==> src/rtl/nx_stream_pkg.sv <==
// Shared types for the nx stream adapters.
// Buffer-count type and the read-buffer depth.
package nx_stream_pkg;

  localparam int NX_RD_BUF_DEPTH = 2;

  typedef logic [1:0] nx_buf_cnt_t;

  localparam nx_buf_cnt_t NX_BUF_EMPTY = 2'd0;
  localparam nx_buf_cnt_t NX_BUF_ONE   = 2'd1;
  localparam nx_buf_cnt_t NX_BUF_FULL  = 2'(NX_RD_BUF_DEPTH);

endpackage

==> src/rtl/nx_fifo_rd_stream.sv <==
// FIFO read port to valid/ready stream adapter.
// Two-slot registered shift buffer; count doubles as FSM state.
module nx_fifo_rd_stream
  import nx_stream_pkg::*;
#(
  parameter int WIDTH      = 256,
  parameter int CNT_W      = 16,
  parameter int DATA_RESET = 1
) (
  input  logic             clk,
  input  logic             rst,
  input  logic             fifo_empty,
  input  logic [WIDTH-1:0] fifo_rdata,
  output logic             fifo_ren,
  input  logic             flush,
  output logic             out_valid,
  input  logic             out_ready,
  output logic [WIDTH-1:0] out_data,
  output logic [1:0]       buf_cnt,
  output logic [CNT_W-1:0] rd_count
);

  nx_buf_cnt_t      r_cnt;
  nx_buf_cnt_t      w_cnt_nxt;
  logic             r_valid;
  logic [WIDTH-1:0] r_s0;
  logic [WIDTH-1:0] r_s1;
  logic [CNT_W-1:0] r_rd_cnt;
  logic             w_pop;
  logic             w_ren;
  nx_buf_cnt_t      w_idx;

  // State register: count, registered valid, delivered counter
  always_ff @(posedge clk) begin
    if (rst) begin
      r_cnt    <= NX_BUF_EMPTY;
      r_valid  <= 1'b0;
      r_rd_cnt <= '0;
    end else begin
      r_cnt    <= w_cnt_nxt;
      r_valid  <= (w_cnt_nxt != NX_BUF_EMPTY);
      r_rd_cnt <= r_rd_cnt + CNT_W'(w_pop);
    end
  end

  // Next-state: net of one push and one pop; flush empties
  always_comb begin
    w_cnt_nxt = r_cnt;
    unique case (1'b1)
      flush:   w_cnt_nxt = NX_BUF_EMPTY;
      default: w_cnt_nxt = r_cnt + {1'b0, w_ren}
                                 - {1'b0, w_pop};
    endcase
  end

  // Outputs: pop handshake, FIFO read strobe, push slot
  always_comb begin
    w_pop = r_valid & out_ready;
    w_ren = !rst && !flush && !fifo_empty
            && ((r_cnt != NX_BUF_FULL) || w_pop);
    w_idx = r_cnt - {1'b0, w_pop};
  end

  // Data slots: shift on pop, then land new word
  always_ff @(posedge clk) begin
    if (rst || flush) begin
      if (DATA_RESET != 0) begin
        r_s0 <= '0;
        r_s1 <= '0;
      end
    end else begin
      if (w_pop) begin
        r_s0 <= r_s1;
      end
      if (w_ren) begin
        unique case (w_idx)
          NX_BUF_EMPTY: r_s0 <= fifo_rdata;
          NX_BUF_ONE:   r_s1 <= fifo_rdata;
          default:      r_s1 <= r_s1;
        endcase
      end
    end
  end

  assign fifo_ren  = w_ren;
  assign out_valid = r_valid;
  assign out_data  = r_s0;
  assign buf_cnt   = r_cnt;
  assign rd_count  = r_rd_cnt;

endmodule

==> config.mk <==
export PLATFORM = sky130hd
export DESIGN_NAME = nx_fifo_rd_stream
export DESIGN_NICKNAME = d
export VERILOG_FILES = /design/src/rtl/nx_stream_pkg.sv /design/src/rtl/nx_fifo_rd_stream.sv
export SDC_FILE = /design/constraint.sdc
export NUM_CORES = 1
export LEC_CHECK = 0
export ABC_AREA = 1
export BUFFER_PORTS_ARGS = -buffer_cell sky130_fd_sc_hd__buf_2
export CORE_ASPECT_RATIO = 0.5
export CORE_MARGIN = 5
export CORE_UTILIZATION = 55
export DETAILED_ROUTE_END_ITERATION = 12
export PLACE_DENSITY_LB_ADDON = 0.08
export SYNTH_ARGS = -nofsm -noshare
export SYNTH_HDL_FRONTEND = slang
export SYNTH_SLANG_ARGS = --single-unit
==> constraint.sdc <==
create_clock -name clk -period 1.8 [get_ports clk]
set_input_delay 0.36 -clock clk [delete_from_list [all_inputs] [get_ports clk]]
set_output_delay 0.36 -clock clk [all_outputs]
set_load 0.05 [all_outputs]
==> impl_metrics.csv <==
group,metric,value,unit
clocking,clock-root-buffer,"clkbuf_16",
route,drtAntennaViolNets,0,
clocking,cts_tree,"yes",
clocking,clkTransAtPathRegs,0.07,ns
layout,drive_gt1_frac,0.169,
layout,final_common_cell,"nand2_1",
logic_synthesis,yosys.area_share.simple,0.379,
worst_setup_path,r2r_end,"r_s1[167]",
worst_hold_path,hold_start,"fifo_rdata[231]",
worst_setup_path,rr_worst_depth,11,
route,dr.pass1.iters,8,
logic_synthesis,async_flop_share,0,
clocking,clock_sinks,531,
pwr,leakage,0.0152,uW
worst_setup_path,cp_data_arrival_time,1.38,ns
worst_hold_path,hold_depth,3,
logic_synthesis,syn_inst,3979,
route,drt_iter0_markers,1746,
worst_setup_path,worst-r2r-setup-slack,0.10,ns
logic_synthesis,synth_flop_cell,"dfxtp_1",
logic_synthesis,synth_area_leader_cell,"dfxtp_1",
clocking,cts_buffers,48,
logic_synthesis,synth_top_family_by_area,"simple AND/OR/NAND/NOR gates",
placed_design,portBuffers,536,
route,routedWlPerCell,14.0,um
logic_synthesis,synth_mux_area_frac,0,
logic_synthesis,ys_warn_count,0,
grt,grt_max_degree,114,
timing,fmax,575,MHz
layout,most-common-layout-cells,"nand2_1, nor2_1, buf_2",
logic_synthesis,netlist-cell-type-count,25,
pwr,p_sw,6380,uW
logic_synthesis,ys_ff_latch,531,
floorplanning,rows,54,
route,vias,24400,
logic_synthesis,syn-mean-instance-area,6.21,um2
route,routed_wl,70.8,mm
floorplanning,die_area,49500,um2
worst_hold_path,hold_end,"r_s1[231]",
timing,setup_tns,0,ns
grt,grt_pass1_vias,22900,
logic_synthesis,synth_compound_area_frac,0.0548,
placed_design,gp_congestion,0.880,
logic_synthesis,synthAdderAreaFrac,0.00101,
worst_setup_path,cp_max_fo,3,
floorplanning,ioPinCount,537,
floorplanning,start_util,0.562,
floorplanning,die_h,160,um
timing,final-hold-violation-count,0,
route,drc,0,
logic_synthesis,synthTopCellsByArea,"dfxtp_1, nand2_1, nor2_1, inv_1, nand3_1",
pwr,p_int,18300,uW
worst_setup_path,required,1.44,ns
worst_setup_path,critical_path.top_delay_family,"flip-flops",
worst_setup_path,critical_path.cell_chain,"nand2_8, a31oi_4, buf_6",
timing,rsz0062_at_grt,"false",
logic_synthesis,synth_edf_count,0,
worst_setup_path,startpoint_type,"register",
pwr,clkPwrFrac,0.410,
logic_synthesis,seq_area_frac_synth,0.430,
timing,setup_violations,0,
clocking,cts.path.max_buffers,3,
grt,antenna_found_initial,11,
floorplanning,chipWidth,310,um
clocking,clkLatencyLatePin,0.57,ns
timing,period_share,0.966,
run,drv_cap,0,
worst_setup_path,path_buf_inv,1,
timing,worstMarginPinSlew,0.648,ns
timing,slew_violations,0,
worst_hold_path,hold_class,"in2reg",
placed_design,dpl.hpwl,47.9,mm
layout,stdcell_count,5067,
outcome,status,"completed",
logic_synthesis,synthesis.nets,4242,
pwr,p_comb_frac,0.103,
timing,min_period,1.74,ns
route,vias_per_cell,4.82,
logic_synthesis,synth-xor-area-share,0.00142,
pwr,seqPwrFrac,0.487,
pwr,netSwitchingFraction,0.258,
worst_setup_path,crit_slowest_cell,"dfxtp_4",
logic_synthesis,netlist.area_leader.share,0.430,
worst_setup_path,crit_type,"reg2out",
grt,grt_usage,0.273,
clocking,cts.htree.levels,2,
timing,slew_headroom,0.568,
worst_setup_path,crit_path_max_incr_delay,0.38,ns
logic_synthesis,netlist_area,24700,um2
grt,grt_pass1_wl,114,mm
layout,syn2layout_area_growth,22.0,%
pwr,p_per_area,820,nW/um2
floorplanning,coreArea,44000,um2
placed_design,post-place-cells,4966,
layout,final_nets,4698,
worst_setup_path,reg2reg_from,"out_valid",
timing,fin_skew,0.0278,ns
worst_setup_path,end_kind,"output port",
grt,grt.overflow.total,0,
pwr,ir_drop,0.631,mV
-- area by class of cell --
cell class	instances	area [um2]
inverters	531	2000
well taps	588	736
flip-flops and latches	531	10600
repair buffers	660	4370
fillers	4025	13900
diodes	11	27.5
multi-input cells	2663	10800
clock inverters	12	87.6
clock buffers	71	1430
-- power by group through the flow --
| stage | clock network (uW) | registers [uW] | logic [uW] |
|---|---|---|---|
| after floorplan | 0 | 12800 | 1030 |
| after global placement | 0 | 12300 | 2480 |
| after detailed placement | 0 | 12300 | 2510 |
| after CTS | 10300 | 12000 | 2530 |
| after global routing | 10900 | 12000 | 2770 |
| final | 10100 | 12000 | 2530 |
-- how the worst max path moves through the flow --
| stage | startpoint | end | slack, ns | depth (start not counted) |
|---|---|---|---|---|
| after floorplan | out_valid | out_valid | -0.02 | 8 |
| after global placement | out_ready | out_data[71] | 0.06 | 11 |
| after detailed placement | out_ready | out_data[66] | 0.0006 | 11 |
| after CTS | buf_cnt[1] | buf_cnt[1] | 0.02 | 1 |
| after global routing | out_valid | fifo_ren | 0.004 | 3 |
| final | out_valid | fifo_ren | 0.06 | 3 |
-- state kept, by name, summed over array words and instances, names as in the netlist --
register,cells
buf_cnt,2
out_data,256
out_valid,1
r_s1,256
rd_count,16
-- kinds of logic after synthesis --
family,after synthesis
AND/OR/NAND/NOR,2387
buffers and inverters,785
adder cells (fa/ha/maj),2
XOR/XNOR,4
flip-flops,531
AO/OA/AOI/OAI,270
-- metal layers --
layer	global-route usage	part of all wire	wire length, um
met1	0.333	0.41	29300
met2	0.485	0.50	35000
met3	0.0406	0.048	3420
met4	0.113	0.042	2980
met5	0	0.000099	7
-- stage by stage --
step	worst slack [ns]	total power, uW	hold WS [ns]	cell area [um2]	utilization
6_report	0.0614	24700	0.0271	30100	0.685
5_1_grt	0.00359	25700	0.0195	30100	0.685
4_1_cts	0.0168	24900	0.00539	30000	0.682
3_5_place_dp	0.000573	14800	0.494	28400	0.647
3_3_place_gp	0.0553	14800	0.486	28400	0.647
2_1_floorplan	-0.0152	13800	0.429	24700	-
-- what timing repair did --
action / in CTS / in global routing
setup buffers: 5 / 1
endpoints found under the setup margin: 1 / 83
resized for setup: 4 / 6
gates cloned: 0 / 2
pin swaps: 2 / 4
hold buffers: 0 / 0
-- synthesized netlist by cell type, types with 2 or more instances --
master / n
xnor2_1: 2
inv_2: 4
nand4_1: 5
dfxtp_1: 531
xor2_1: 2
clkbuf_1: 100
nand3_1: 264
inv_1: 527
nand2_1: 1315
nor2_4: 3
buf_6: 21
ha_1: 2
buf_4: 11
nor2_2: 2
buf_2: 122
o21ai_0: 260
nor2_1: 793
a21oi_1: 8
-- worst min-delay path, stage by stage --
cell and delay, ns:
buf_2 0.09, nand3_1 0.06, nand2_1 0.06
Note: power is estimated with default switching activity, not from simulation.
